## src/rtl/ble_uart_rx_fifo.sv

```systemverilog
// BLE UART receiver: 2-FF sync, oversampled 8N1 deframer, FWFT byte FIFO.
// Define BLE_UART_RX_PARITY_EN for 8E1 framing with parity_err reporting.
module ble_uart_rx_fifo #(
  parameter int CLK_HZ     = 100_000_000,
  parameter int BAUD       = 9600,
  parameter int OVERSAMPLE = 16,
  parameter int FIFO_DEPTH = 16
) (
  input  logic                          clk,
  input  logic                          resetn,
  input  logic                          rxd,
  output logic [7:0]                    rx_data,
  output logic                          rx_valid,
  input  logic                          rx_ready,
  output logic [$clog2(FIFO_DEPTH):0]   rx_count,
  output logic                          frame_err,
  output logic                          overrun,
  output logic                          parity_err
);

  localparam int DIV = CLK_HZ / (BAUD * OVERSAMPLE);
  localparam int DW  = (DIV > 1) ? $clog2(DIV) : 1;
  localparam int OW  = $clog2(OVERSAMPLE);
  localparam int AW  = $clog2(FIFO_DEPTH);

  typedef enum logic [2:0] {
    S_IDLE,
    S_START,
    S_DATA,
    S_PARITY,
    S_STOP,
    S_BREAK
  } state_e;

  logic          rxd_s1_q, rxd_s2_q, rxd_s3_q;
  logic          fall;
  logic [DW-1:0] div_q, div_d;
  logic          tick;
  logic [OW-1:0] os_q, os_d;
  logic [2:0]    bit_q, bit_d;
  logic [7:0]    shift_q, shift_d;
  state_e        state_q, state_d;
  logic          push_q, push_d;
  logic          fe_q, fe_d;
  logic          ovr_q, ovr_d;
  logic          pe_q, pe_d;
  logic          par_bad_q, par_bad_d;

  logic [AW:0]   wr_q, rd_q;
  logic [7:0]    mem_q [FIFO_DEPTH];
  logic          empty, full, pop, wr_en;

  // s3 is only the previous synchronized value, used for edge detection
  always_ff @(posedge clk or negedge resetn) begin
    if (!resetn) begin
      rxd_s1_q <= 1'b1;
      rxd_s2_q <= 1'b1;
      rxd_s3_q <= 1'b1;
    end else begin
      rxd_s1_q <= rxd;
      rxd_s2_q <= rxd_s1_q;
      rxd_s3_q <= rxd_s2_q;
    end
  end

  assign fall = rxd_s3_q & ~rxd_s2_q;
  assign tick = (div_q == DW'(DIV - 1));

  always_comb begin
    state_d   = state_q;
    div_d     = tick ? '0 : div_q + 1'b1;
    os_d      = os_q;
    bit_d     = bit_q;
    shift_d   = shift_q;
    push_d    = 1'b0;
    fe_d      = 1'b0;
    pe_d      = 1'b0;
    par_bad_d = par_bad_q;
    unique case (state_q)
      S_IDLE: begin
        if (fall) begin
          state_d = S_START;
          div_d   = '0;
          os_d    = '0;
        end
      end
      S_START: begin
        if (tick) begin
          os_d = os_q + 1'b1;
          if (os_q == OW'(OVERSAMPLE / 2 - 1)) begin
            os_d      = '0;
            bit_d     = '0;
            par_bad_d = 1'b0;
            state_d   = rxd_s2_q ? S_IDLE : S_DATA;
          end
        end
      end
      S_DATA: begin
        if (tick) begin
          os_d = os_q + 1'b1;
          if (os_q == OW'(OVERSAMPLE - 1)) begin
            os_d    = '0;
            shift_d = {rxd_s2_q, shift_q[7:1]};
            bit_d   = bit_q + 3'd1;
            if (bit_q == 3'd7) begin
`ifdef BLE_UART_RX_PARITY_EN
              state_d = S_PARITY;
`else
              state_d = S_STOP;
`endif
            end
          end
        end
      end
`ifdef BLE_UART_RX_PARITY_EN
      S_PARITY: begin
        if (tick) begin
          os_d = os_q + 1'b1;
          if (os_q == OW'(OVERSAMPLE - 1)) begin
            os_d      = '0;
            par_bad_d = ^{shift_q, rxd_s2_q};
            state_d   = S_STOP;
          end
        end
      end
`endif
      S_STOP: begin
        if (tick) begin
          os_d = os_q + 1'b1;
          if (os_q == OW'(OVERSAMPLE - 1)) begin
            os_d = '0;
            if (rxd_s2_q) begin
              state_d = S_IDLE;
              pe_d    = par_bad_q;
              push_d  = ~par_bad_q;
            end else begin
              state_d = S_BREAK;
              fe_d    = 1'b1;
            end
          end
        end
      end
      S_BREAK: begin
        if (rxd_s2_q) state_d = S_IDLE;
      end
      default: state_d = S_IDLE;
    endcase
  end

  always_ff @(posedge clk or negedge resetn) begin
    if (!resetn) begin
      state_q   <= S_IDLE;
      div_q     <= '0;
      os_q      <= '0;
      bit_q     <= '0;
      shift_q   <= '0;
      push_q    <= 1'b0;
      fe_q      <= 1'b0;
      pe_q      <= 1'b0;
      par_bad_q <= 1'b0;
    end else begin
      state_q   <= state_d;
      div_q     <= div_d;
      os_q      <= os_d;
      bit_q     <= bit_d;
      shift_q   <= shift_d;
      push_q    <= push_d;
      fe_q      <= fe_d;
      pe_q      <= pe_d;
      par_bad_q <= par_bad_d;
    end
  end

  // FIFO: extra pointer MSB separates full from empty
  assign empty = (wr_q == rd_q);
  assign full  = (wr_q[AW] != rd_q[AW]) &&
                 (wr_q[AW-1:0] == rd_q[AW-1:0]);
  assign pop   = ~empty & rx_ready;
  assign wr_en = push_q & (~full | pop);
  assign ovr_d = push_q & full & ~pop;

  always_ff @(posedge clk or negedge resetn) begin
    if (!resetn) begin
      wr_q  <= '0;
      rd_q  <= '0;
      ovr_q <= 1'b0;
    end else begin
      ovr_q <= ovr_d;
      if (wr_en) wr_q <= wr_q + 1'b1;
      if (pop)   rd_q <= rd_q + 1'b1;
    end
  end

  always_ff @(posedge clk) begin
    if (wr_en) mem_q[wr_q[AW-1:0]] <= shift_q;
  end

  assign rx_valid  = ~empty;
  assign rx_data   = empty ? 8'h00 : mem_q[rd_q[AW-1:0]];
  assign rx_count  = wr_q - rd_q;
  assign frame_err = fe_q;
  assign overrun   = ovr_q;
`ifdef BLE_UART_RX_PARITY_EN
  assign parity_err = pe_q;
`else
  assign parity_err = 1'b0;
`endif

endmodule

```

## config.mk

```make
export PLATFORM = sky130hd
export DESIGN_NAME = ble_uart_rx_fifo
export DESIGN_NICKNAME = d
export VERILOG_FILES = /design/src/rtl/ble_uart_rx_fifo.sv
export SDC_FILE = /design/constraint.sdc
export NUM_CORES = 1
export LEC_CHECK = 0
export BUFFER_PORTS_ARGS = -buffer_cell sky130_fd_sc_hd__clkbuf_2
export CORE_MARGIN = 5
export CORE_UTILIZATION = 45
export DETAILED_ROUTE_END_ITERATION = 6
export PLACE_DENSITY_LB_ADDON = 0.2
export SETUP_SLACK_MARGIN = 0.5
export SYNTH_ARGS = -nofsm -noshare
export SYNTH_HDL_FRONTEND = slang
export SYNTH_SLANG_ARGS = --single-unit
```

## constraint.sdc

```tcl
create_clock -name clk -period 2.66 [get_ports clk]
set_clock_uncertainty 0.1 [all_clocks]
set_input_delay 0.532 -clock clk [delete_from_list [all_inputs] [get_ports clk]]
set_output_delay 0.532 -clock clk [all_outputs]
set_load 0.02 [all_outputs]
```

## Word-level counts from Yosys, hierarchy flattened

Memory sizes are Yosys's and may differ from the RTL's.
Cells that the tools add are included.

| word-level totals | value |
|---|---|
| input bits | 4 |
| memories | 1 |
| output and inout port bits | 17 |
| bits in registers | 44 |
| memory bits (writable) | 128 |
| logic and storage cells | 97 |

Memory list:

| memory | depth | width | read ports | clocked after Yosys merged registers in | write ports | RTL line | RTL |
|---|---|---|---|---|---|---|---|
| mem_q | 16 | 8 | 1 | 0 | 1 | 50 | `logic [7:0] mem_q [FIFO_DEPTH];` |

| operators by class | value |
|---|---|
| muxes and demuxes | 37 |
| add/sub/neg operators | 6 |
| reduce and logical (&&, ||, !) cells | 9 |
| bitwise operators | 10 |
| equality and inequality tests | 21 |

Operator list:

| operator | number |
|---|---|
| 3-bit two-way mux | 14 |
| 10-bit two-way mux | 3 |
| 4-bit two-way mux | 5 |
| 2-bit != test, second input constant | 9 |
| 3-bit one-hot mux with 5 select lines | 1 |
| 4-bit one-hot mux with 3 select lines | 1 |
| 10-bit by 1-bit adder with 10-bit output, second input constant | 1 |
| 5-bit by 1-bit adder with 5-bit output, second input constant | 2 |
| 10-bit equality test, second input constant | 1 |
| 1-bit two-way mux | 10 |
| 3-bit equality test, second input constant | 3 |
| 9-bit AND reduction | 1 |
| 8-bit two-way mux | 1 |
| 3-bit one-hot mux with 2 select lines | 1 |
| 1-bit bitwise AND | 5 |
| 5-bit equality test | 1 |
| 5-bit AND reduction | 1 |
| 5-bit subtractor | 1 |
| 4-bit by 1-bit adder with 4-bit output, second input constant | 1 |
| 4-bit by 3-bit equality test with 1-bit output, second input constant | 1 |
| 4-bit equality test | 1 |
| 4-bit equality test, second input constant | 1 |
| 1-bit inverter | 4 |
| 4-bit AND reduction | 1 |
| 13 further kinds | 13 |

## Depth between registers and ports, before layout

Gate-level depths: netlist of run 1.

| depth | value |
|---|---|
| word-level depth | 7 |
| gate-level depth with buffers | 10 |
| mapped depth without buffers | 7 |

## Worst setup path before layout of run 1

No wires, ideal clock.

| timing path | value |
|---|---|
| path kind | register -> output |
| start | register rd_q[3] |
| end | output rx_data[0] |
| cell stages (with the launch flop) | 8 |
| required time | 2.028 ns |
| data arrival time | 2.376 ns |
| buffers on the path | 1 |
| path slack | -0.348 ns |
| cells stage by stage | dfrtp_1 inv_2 buf_1 ha_1 and4_1 nand2_1 nand2_1 o22ai_1 |

| between the ends | value |
|---|---|
| cells in the longest elaborated chain, start to end | 2 |
| elaborated cells on any way between the ends | 3 |
| classes of those cells | eq/ne: 1; mux: 1; memory: 1 |

Ends and longest elaborated chain:

| what | RTL line | RTL |
|---|---|---|
| start: declaration | 49 | `logic [AW:0] wr_q, rd_q;` |
| start signal: assignment | 190 | `if (pop) rd_q <= rd_q + 1'b1;` |
| memory 16 x 8 bit or 5-bit equality test (tied branches) | n/a |  |
| 8-bit two-way mux (*) | 199 | `assign rx_data = empty ? 8'h00 : mem_q[rd_q[AW-1:0]];` |
| end: declaration | 12 | `output logic [7:0] rx_data,` |

Every way passes the cells marked *; elsewhere a longest branch is shown, timed or not.

## Final worst setup path of run 1

| timing path | value |
|---|---|
| start | register rd_q[0] |
| end | output rx_data[0] |

The elaborated chain is that of the path after synthesis.

==> results of run 1 <==
==> what timing repair did <==
| action | in CTS | in global routing |
|---|---|---|
| pin swaps | 15 | 10 |
| cloned | 4 | 0 |
| setup endpoints to repair | 142 | 154 |
| buffers inserted | 9 | 5 |
| gates resized for setup | 55 | 22 |
==> cells in the mapped netlist, drive strengths merged (3+ instances only) <==
cell | number | area share [%]
nor3 | 3 | 0.21
nor2 | 19 | 0.98
mux2 | 9 | 1.4
mux2i | 18 | 2.5
ha | 14 | 2.4
o21ai | 5 | 0.34
a21oi | 6 | 0.41
o22ai | 8 | 0.69
xor2 | 6 | 0.72
dfrtp | 41 | 14
and2 | 17 | 1.5
nand3 | 11 | 0.76
inv | 16 | 0.83
a21o | 3 | 0.31
xnor2 | 17 | 2.1
mux4 | 32 | 9.9
a22o | 3 | 0.36
edfxtp | 128 | 53
nand4 | 7 | 0.60
buf | 11 | 0.88
dfstp | 3 | 1.1
nand2 | 16 | 0.93
clkbuf | 6 | 0.45
==> layout make-up <==
class	instances	area [µm²]
Fill cell	1188	6730
Sequential cell	172	4950
Multi-Input combinational cell	226	2660
Timing Repair Buffer	47	529
Clock buffer	19	433
Tap cell	216	270
Clock inverter	13	186
Inverter	16	65.1
==> per-stage QoR <==
stage | util, % | cells | setup TNS [ns]
final | 57.5 | 709 | -0.885
after CTS | 56.9 | 704 | -1.07
after global placement | 50.3 | 659 | 0
after detailed placement | 50.3 | 659 | 0
after global routing | 57.5 | 709 | -1.53
after floorplan | - | 430 | 0
==> worst max-delay path, delay by kind of cell (launching register included) <==
kind,cells,cell delay (ns)
buf+inv,4,0.49
mux,2,0.74
compound gates,1,0.10
flops,1,0.40
==> where the power goes <==
part / switching (mW) / total (mW) / internal (mW)
logic: 1.10 / 2.17 / 1.07
clock network: 1.03 / 2.61 / 1.58
registers: 0.159 / 3.13 / 2.97
==> state kept, by name, indices dropped and copies added, names as in the netlist, 3 cells and up <==
name and cells:
mem_q 128, div_q 10, shift_q 8, rd_q 5
wr_q 5, os_q 4, bit_q 3, state_q 3
==> path summary, 6_finish.rpt <==
kind / from / end / cells after the start
max in group asynchronous: resetn / div_q[2] / 2
worst min register to register: rxd_s1_q / rxd_s2_q / 0
worst max register to register: rd_q[0] / mem_q[2][3] / 6
min in group asynchronous: resetn / state_q[0] / 1
worst max-delay path: rd_q[0] / rx_data[0] / 7
worst min-delay path: rxd / rxd_s1_q / 1
==> routing by layer <==
metal	vias up	GRT usage [%]
met1	2013	24.0
met3	19	3.68
met2	87	26.4
met4	0	5.32
li1	1767	-
met5	-	0
==> kinds of logic after synthesis <==
family	count (synthesis)
simple gates	88
fa+ha+maj	16
other cells	1
mux	59
xor+xnor	23
flops	172
buf+inv	33
compound gates	38
==> run summary, run 1 <==
PortBufs -> 19
Layout net count -> 499
Signal arrival time at the worst endpoint -> 2.16 ns
Master of the slowest instance on the critical path -> mux4_2
Wire length on met3 -> 735 µm
Netlist Area Pre-Place -> 0.00726 mm²
Pin count of the biggest net entering global routing -> 35
DR vias/cell -> 5.48
Number of H-tree levels -> 4
Min setup slack post-route -> -0.130 ns
Total nets after synthesis -> 449
Cell at the root of the clock tree -> clkbuf_16
Number of antenna cells inserted -> 0
Area added between synthesis and finish -> 25.3%
Met2 WL -> 6.96 mm
Number of enable flip-flop cells after synthesis -> 128
Number of distinct library cell variants in the gate-level netlist after synthesis -> 54
Core region area -> 0.0158 mm²
Compound-Gate Fraction of Synth Area -> 3.57%
Post-synthesis share of cell area spent on xor and xnor gates -> 2.78%
Overflow left after global routing -> 0
Number of buffers created by CTS -> 17
Total number of vias -> 3,886
Cells after Synth -> 430
Fmax -> 358 MHz
Top sig layer -> met4
Cell-by-cell listing of the critical path -> buf_6 > buf_12 > buf_16 > mux4_2 > mux2i_4 > o22ai_4 > buf_8
Vertical extent of the die -> 137 µm
Proportion of synthesized area in mux cells -> 13.8%
Total placed instance area -> 0.00796 mm²
Worst Path Max Fanout -> 5
Clock transition at the registers of the reported paths -> 0.06 ns
Total GRT Usage -> 16.9%
Floorplan die area -> 0.0188 mm²
Setup CP Type -> register to primary output
Worst hold slack -> 0.0894 ns
Count of endpoints failing hold in the final timing report -> 0
Clock tree from TritonCTS -> done
GPL Wtd Cong -> 0.746
Boundary Pins -> 21
Vias in the first global route -> 4,030
Final non-filler cell area -> 0.00910 mm²
Most frequent standard cell in the layout excluding fill and tap cells -> edfxtp_1
Class of the most critical hold timing path -> input port to register
Post-place setup slack -> 0.212 ns
Critical Path Sink Type -> primary output
Routed wire length -> 14.4 mm
CP Launch Type -> register
Avg Inst Size Synth -> 16.9 µm²
Slowest Stage Delay on Critical Path -> 0.52 ns
Actual transition at the worst max-transition pin -> 0.906 ns
Post-synthesis simple-gate area fraction -> 6.64%
Hold Buf Count CTS -> 0
Post-DR wirelength/cell -> 20.4 µm
Final critical-path required period -> 2.79 ns
First-pass GRT wire length -> 23.1 mm
Post-synth ARST share -> 25.6%
Violated checks -> setup timing
Detailed-routing iteration count for the pre-antenna-repair pass -> 4
Maxcap violations -> 0
Site Rows -> 46
Detailed placer's ending HPWL -> 8.83 mm
Post-synthesis sequential element count -> 172
Required @ worst endpoint -> 2.03 ns
Fraction of final layout cells with drive strength greater than 1 -> 39.1%
Detailed-route wire length on metal 1 -> 6.52 mm
Sum of internal, switching and leakage power -> 7.91 mW
Detailed router's first-iteration violation count -> 243
Main combinational cell family by area after synthesis -> multiplexers
Max rail drop VDD -> 652 µV
Commonest cells after routing, fill and taps aside -> edfxtp_1 (128), dfrtp_1 (36), mux4_2 (32)
Number of warning messages in the yosys log -> 0
Worst-Skew Late Latency -> 0.42 ns
Clk sinks -> 172
Slew Limit Headroom -> 39.6%
Setup repair after global routing missed its margin -> yes
Cell area power density -> 870 mW/mm²
Die span in x -> 137 µm
Max-slew violation count -> 0
Top FF cell, synth -> edfxtp_1
Leakage power total -> 3.54 nW
Residual DRC -> 0
Setup violation total in the final timing report -> 9
Initial standard-cell utilization of the core -> 45.9%
Buffer depth of the longest clock path -> 2
Worst reg2reg setup slack -> 0.47 ns
Final ANT Viol Nets -> 0
Antenna violations before repair -> 0
Share of the clock period used by the worst path -> 105%
Seq/Total Area, Yosys -> 68.2%
Post-synthesis share of cell area spent on full adders, half adders and majority gates -> 2.83%
Outcome -> finished, violations left
Power figures use the tool's default switching activity.
==> run 2: changes to the inputs <==
--- a/config.mk
+++ b/config.mk
@@ -5,11 +5,13 @@
 export SDC_FILE = /design/constraint.sdc
 export NUM_CORES = 1
 export LEC_CHECK = 0
+export ABC_CLOCK_PERIOD_IN_PS = 2660
 export BUFFER_PORTS_ARGS = -buffer_cell sky130_fd_sc_hd__clkbuf_2
 export CORE_MARGIN = 5
 export CORE_UTILIZATION = 45
 export DETAILED_ROUTE_END_ITERATION = 6
 export PLACE_DENSITY_LB_ADDON = 0.2
+export RECOVER_POWER = 25
 export SETUP_SLACK_MARGIN = 0.5
 export SYNTH_ARGS = -nofsm -noshare
 export SYNTH_HDL_FRONTEND = slang
==> run summary, run 2 (synthesis gave the netlist of run 1 again) <==
Outcome -> finished, violations left (unchanged)
Violated checks -> capacitance limit, slew limit, setup timing (was setup timing)
Dpl cells -> 659 (unchanged)
Cell area power density -> 871 mW/mm² (was 870 mW/mm²)
GPL Wtd Cong -> 0.746 (unchanged)
Core region area -> 0.0158 mm² (unchanged)
Setup CP Type -> register to primary output (unchanged)
Routed wire length -> 14.4 mm (about the same)
Antenna violations before repair -> 0 (unchanged)
Floorplan die area -> 0.0188 mm² (unchanged)
Pin count of the biggest net entering global routing -> 35 (unchanged)
End-of-flow core utilization -> 57.4% (was 57.5%)
Worst-Skew Late Latency -> 0.42 ns (about the same)
Worst reg2reg setup slack -> 0.46 ns (was 0.47 ns)
Sum of internal, switching and leakage power -> 7.92 mW (was 7.91 mW)
Residual DRC -> 0 (unchanged)
Path depth of the worst reg2reg path -> 6 (unchanged)
Worst hold slack -> 0.0893 ns (was 0.0894 ns)
Overflow left after global routing -> 0 (unchanged)
Hold Buf Count CTS -> 0 (unchanged)
Detailed router's first-iteration violation count -> 243 (unchanged)
Max reg flops -> 128 (unchanged)
DR vias/cell -> 5.49 (was 5.48)
Post-route non-filler standard cell count -> 709 (unchanged)
Buffer depth of the longest clock path -> 2 (unchanged)
Post-DR wirelength/cell -> 20.3 µm (was 20.4 µm)
Clock tree from TritonCTS -> done (unchanged)
Most frequent standard cell in the layout excluding fill and tap cells -> edfxtp_1 (unchanged)
Class of the most critical hold timing path -> input port to register (unchanged)
Total number of vias -> 3,893 (was 3,886)
Worst Hold Depth -> 1 (unchanged)
Cell at the root of the clock tree -> clkbuf_16 (unchanged)
Area added between synthesis and finish -> 25.3% (about the same)
Fraction of final layout cells with drive strength greater than 1 -> 38.5% (was 39.1%)
Summed negative setup slack over all endpoints -> -0.893 ns (was -0.885 ns)
CP Launch Type -> register (unchanged)
Clk sinks -> 172 (unchanged)
Number of antenna cells inserted -> 0 (unchanged)
Signal arrival time at the worst endpoint -> 2.15 ns (was 2.16 ns)
Commonest cells after routing, fill and taps aside -> edfxtp_1 (128), dfrtp_1 (36), mux4_2 (32) (unchanged)
Share of the clock period used by the worst path -> 105% (about the same)
Vias in the first global route -> 4,030 (unchanged)
Site Rows -> 46 (unchanged)
Fmax -> 359 MHz (was 358 MHz)
Leakage power total -> 3.54 nW (about the same)
Hold path endpoint -> rxd_s1_q (unchanged)
Startpoint of the most critical register-to-register path -> rd_q[0] (unchanged)
Setup repair after global routing missed its margin -> yes (unchanged)
Detailed-routing iteration count for the pre-antenna-repair pass -> 4 (unchanged)
Slew Limit Headroom -> -29.3% (was 39.6%)
Detailed placer's ending HPWL -> 8.83 mm (unchanged)
Maxcap violations -> 1 (was 0)
Number of buffers created by CTS -> 17 (unchanged)
Post-place setup slack -> 0.212 ns (unchanged)
Max rail drop VDD -> 652 µV (about the same)
Total GRT Usage -> 16.9% (unchanged)
Count of endpoints failing hold in the final timing report -> 0 (unchanged)
Max-slew violation count -> 35 (was 0)
Final ANT Viol Nets -> 0 (unchanged)
Boundary Pins -> 21 (unchanged)
Die span in x -> 137 µm (unchanged)
Setup violation total in the final timing report -> 9 (unchanged)
Final critical-path required period -> 2.79 ns (about the same)
First-pass GRT wire length -> 23.1 mm (unchanged)
Layout net count -> 499 (unchanged)
Vertical extent of the die -> 137 µm (unchanged)
Initial standard-cell utilization of the core -> 45.9% (unchanged)
Terminus of the critical flop-to-flop path -> mem_q[2][3] (unchanged)
Number of filler cells placed in the layout -> 1,189 (was 1,188)
Worst Path Max Fanout -> 5 (unchanged)
Startpoint of the most critical hold path -> rxd (unchanged)
Required @ worst endpoint -> 2.03 ns (about the same)
Min setup slack post-route -> -0.127 ns (was -0.130 ns)
Total placed instance area -> 0.00796 mm² (unchanged)
Clock transition at the registers of the reported paths -> 0.06 ns (about the same)
Critical Path Sink Type -> primary output (unchanged)
Final non-filler cell area -> 0.00909 mm² (was 0.00910 mm²)
Number of H-tree levels -> 4 (unchanged)
Actual transition at the worst max-transition pin -> 1.94 ns (was 0.906 ns)
PortBufs -> 19 (unchanged)
run 2: cell types whose count changed in the layout (fill, tap and decap cells not counted), sizes merged:
cell	delta
buf	-1
clkbuf	+1
run 2: critical path, cell delays in order (launching register included):
cell     delay (ns)
dfrtp_2        0.40
buf_6          0.11
buf_12         0.12
buf_16         0.13
mux4_2         0.52
mux2i_4        0.22
o22ai_4        0.10
buf_8          0.13
run 2: cell type report:
type | instances | area, µm² | area share [%]
clock buffers | 19 | 433 | 4.76
clock inverters | 13 | 186 | 2.05
inverters | 16 | 65.1 | 0.716
multi-input cells | 226 | 2660 | 29.2
flip-flops and latches | 172 | 4950 | 54.5
well taps | 216 | 270 | 2.97
repair buffers | 47 | 524 | 5.77
run 2: where the power goes:
group / internal (mW) / total [mW] / leakage, nW / switching [mW]
clock: 1.58 / 2.61 / 0.304 / 1.03
sequential: 2.97 / 3.13 / 2.05 / 0.159
combinational: 1.07 / 2.17 / 1.18 / 1.11
total: 5.62 / 7.92 / 3.54 / 2.29
run 2: how the worst max path moves through the flow:
stage,endpoint,start,cells past startpoint
after floorplan,rx_data[6],rd_q[1],8
after global placement,rx_data[0],rd_q[0],5
after detailed placement,rx_data[0],rd_q[0],5
after CTS,rx_data[0],rd_q[0],7
after global routing,rx_data[0],rd_q[0],7
final,rx_data[0],rd_q[0],7
run 2: timing repair:
item / 4_1_cts / 5_1_grt
buffers inserted: 9 / 5
setup endpoints to repair: 142 / 154
hold endpoints to repair: 0 / 0
pin swaps: 15 / 10
resized for setup: 55 / 22
gates cloned: 4 / 0
run 2: per-layer routing:
layer  share of wire (%)  GRT usage (%)  up-vias  wire [µm]
met1                  45           24.0     2007       6440
met2                  48           26.4      103       6940
met5                   0              0        -          0
li1                    -              -     1764          -
met4                 1.5           5.32        0        223
met3                 5.7           3.68       19        817
==> run 3: changes to the inputs <==
--- a/config.mk
+++ b/config.mk
@@ -16,3 +16,4 @@
 export SYNTH_ARGS = -nofsm -noshare
 export SYNTH_HDL_FRONTEND = slang
 export SYNTH_SLANG_ARGS = --single-unit
+export TNS_END_PERCENT = 20
==> run summary, run 3 (synthesis gave the netlist of run 1 again) <==
Master of the slowest instance on the critical path -> mux4_2 (unchanged)
Proportion of power drawn by flip-flops and latches -> 40.0% (was 39.6%)
Commonest cells after routing, fill and taps aside -> edfxtp_1 (128), dfrtp_1 (37), mux4_2 (32) (was edfxtp_1 (128), dfrtp_1 (36), mux4_2 (32))
Total internal power -> 5.59 mW (was 5.62 mW)
DR vias/cell -> 5.37 (was 5.49)
Detailed-routing iteration count for the pre-antenna-repair pass -> 4 (unchanged)
Worst setup path startpoint -> rd_q[0] (unchanged)
Actual transition at the worst max-transition pin -> 1.56 ns (was 1.94 ns)
Outcome -> finished, violations left (unchanged)
Critical Path Sink Type -> primary output (unchanged)
Timing endpoint of the critical path -> rx_data[2] (was rx_data[0])
Final non-filler cell area -> 0.00913 mm² (was 0.00909 mm²)
Setup repair after global routing missed its margin -> yes (unchanged)
Number of H-tree levels -> 4 (unchanged)
Max reg flops -> 128 (unchanged)
Summed negative setup slack over all endpoints -> -1.09 ns (was -0.893 ns)
Worst hold slack -> 0.0893 ns (about the same)
Detailed placer's ending HPWL -> 9.02 mm (was 8.83 mm)
Residual DRC -> 0 (unchanged)
Fraction of final layout cells with drive strength greater than 1 -> 39.5% (was 38.5%)
Vias in the first global route -> 4,059 (was 4,030)
Die span in x -> 137 µm (unchanged)
Number of buffers created by CTS -> 17 (unchanged)
Total GRT Usage -> 16.9% (about the same)
GPL Wtd Cong -> 0.804 (was 0.746)
Post-DR wirelength/cell -> 20.2 µm (was 20.3 µm)
Part of the power in combinational logic -> 26.8% (was 27.5%)
Number of antenna cells inserted -> 0 (unchanged)
Max rail drop VDD -> 787 µV (was 652 µV)
Cell area power density -> 858 mW/mm² (was 871 mW/mm²)
Fmax -> 354 MHz (was 359 MHz)
Most frequent standard cell in the layout excluding fill and tap cells -> edfxtp_1 (unchanged)
Worst reg2reg setup slack -> 0.33 ns (was 0.46 ns)
Site Rows -> 46 (unchanged)
Number of filler cells placed in the layout -> 1,227 (was 1,189)
Overflow left after global routing -> 0 (unchanged)
Setup CP Type -> register to primary output (unchanged)
Layout net count -> 508 (was 499)
Pin count of the biggest net entering global routing -> 33 (was 35)
Slew Limit Headroom -> -4.13% (was -29.3%)
Floorplan die area -> 0.0188 mm² (unchanged)
Vertical extent of the die -> 137 µm (unchanged)
Routed wire length -> 14.5 mm (was 14.4 mm)
Final critical-path required period -> 2.82 ns (was 2.79 ns)
Clk sinks -> 172 (unchanged)
Cell-by-cell listing of the critical path -> buf_6 > buf_12 > buf_16 > mux4_2 > mux2i_4 > o22ai_4 > buf_8 (unchanged)
PortBufs -> 19 (unchanged)
Buffer depth of the longest clock path -> 2 (unchanged)
Antenna violations before repair -> 0 (unchanged)
Worst Path Max Fanout -> 5 (unchanged)
Count of endpoints failing hold in the final timing report -> 0 (unchanged)
Path depth of the worst reg2reg path -> 9 (was 6)
Core region area -> 0.0158 mm² (unchanged)
Total number of vias -> 3,853 (was 3,893)
Violated checks -> capacitance limit, slew limit, setup timing (unchanged)
Final ANT Viol Nets -> 0 (unchanged)
Min setup slack post-route -> -0.163 ns (was -0.127 ns)
Detailed router's first-iteration violation count -> 326 (was 243)
Worst-Skew Late Latency -> 0.42 ns (about the same)
Slowest Stage Delay on Critical Path -> 0.54 ns (was 0.52 ns)
Post-route non-filler standard cell count -> 717 (was 709)
Class of the most critical hold timing path -> input port to register (unchanged)
Required @ worst endpoint -> 2.03 ns (about the same)
CP Launch Type -> register (unchanged)
Share of the clock period used by the worst path -> 106% (was 105%)
P_sw -> 2.24 mW (was 2.29 mW)
Setup violation total in the final timing report -> 9 (unchanged)
Total placed instance area -> 0.00799 mm² (was 0.00796 mm²)
Clock tree from TritonCTS -> done (unchanged)
First-pass GRT wire length -> 23.2 mm (was 23.1 mm)
Clock share of power -> 33.1% (was 33.0%)
Startpoint of the most critical register-to-register path -> rd_q[0] (unchanged)
Max-slew violation count -> 31 (was 35)
Dpl cells -> 668 (was 659)
Hold Buf Count CTS -> 0 (unchanged)
Area added between synthesis and finish -> 25.8% (was 25.3%)
Maxcap violations -> 1 (unchanged)
Clock transition at the registers of the reported paths -> 0.06 ns (about the same)
Initial standard-cell utilization of the core -> 45.9% (unchanged)
Startpoint of the most critical hold path -> rxd (unchanged)
Net Sw Frac -> 28.6% (was 29.0%)
Signal arrival time at the worst endpoint -> 2.19 ns (was 2.15 ns)
Boundary Pins -> 21 (unchanged)
Leakage power total -> 3.57 nW (was 3.54 nW)
Terminus of the critical flop-to-flop path -> mem_q[10][5] (was mem_q[2][3])
Cell at the root of the clock tree -> clkbuf_16 (unchanged)
[run 3: changes by cell type in the layout (fill, tap and decap cells not counted), sizes merged]
cell      before  now
and2          18   17
buf           36   43
clkbuf        30   31
clkinv         5    6
clkinvlp       0    2
inv           20   18
[run 3: layer usage]
metal / GRT usage, % / part of all wire, %
met5: 0 / 0
met4: 5.54 / 1.3
met3: 3.68 / 4.1
met2: 26.2 / 49
met1: 23.9 / 46
[run 3: worst min-delay path by stage]
stage	end	slack (ns)	depth (start not counted)
finish	rxd_s1_q	0.09	1
global route	rxd_s1_q	0.07	1
CTS	rxd_s1_q	0.07	1
detailed placement	rxd_s2_q	0.25	0
global placement	rxd_s2_q	0.25	0
floorplan	bit_q[0]	0.14	0
[run 3: layout make-up]
cell class | count | area, µm² | area share, %
Clock inverter | 14 | 194 | 2.12
Tap cell | 216 | 270 | 2.96
Clock buffer | 17 | 425 | 4.66
Timing Repair Buffer | 57 | 619 | 6.78
Multi-Input combinational cell | 225 | 2600 | 28.5
Sequential cell | 172 | 4950 | 54.2
Inverter | 16 | 65.1 | 0.713
[run 3: power groups by stage]
stage | combinational (mW) | clock [mW] | sequential (mW)
after CTS | 2.09 | 2.64 | 3.13
after global routing | 2.25 | 2.76 | 3.16
after floorplan | 1.38 | 0 | 3.14
final | 2.10 | 2.59 | 3.13
after detailed placement | 1.65 | 0 | 3.21
after global placement | 1.63 | 0 | 3.21
[run 3: critical path: cells and delay by family (launching register included)]
kind	cells	cell delay [ns]
muxes	2	0.74
buffers and inverters	4	0.49
AOI/OAI and AO/OA	1	0.12
DFF	1	0.42
[run 3: what timing repair did]
item | in CTS | in global routing
hold endpoints to repair | 0 | 0
cloned | 2 | 0
pin swaps | 22 | 16
setup buffers | 15 | 1
endpoints found under the setup margin | 143 | 154
gates resized for setup | 61 | 25
[run 3: stage by stage]
step	utilization [%]	setup WS [ns]	total power, mW
final	57.7	-0.163	7.83
after detailed placement	50.5	0.136	4.86
after CTS	57.2	-0.172	7.86
after floorplan	-	0.424	4.53
after global routing	57.7	-0.226	8.17
after global placement	50.5	0.141	4.84
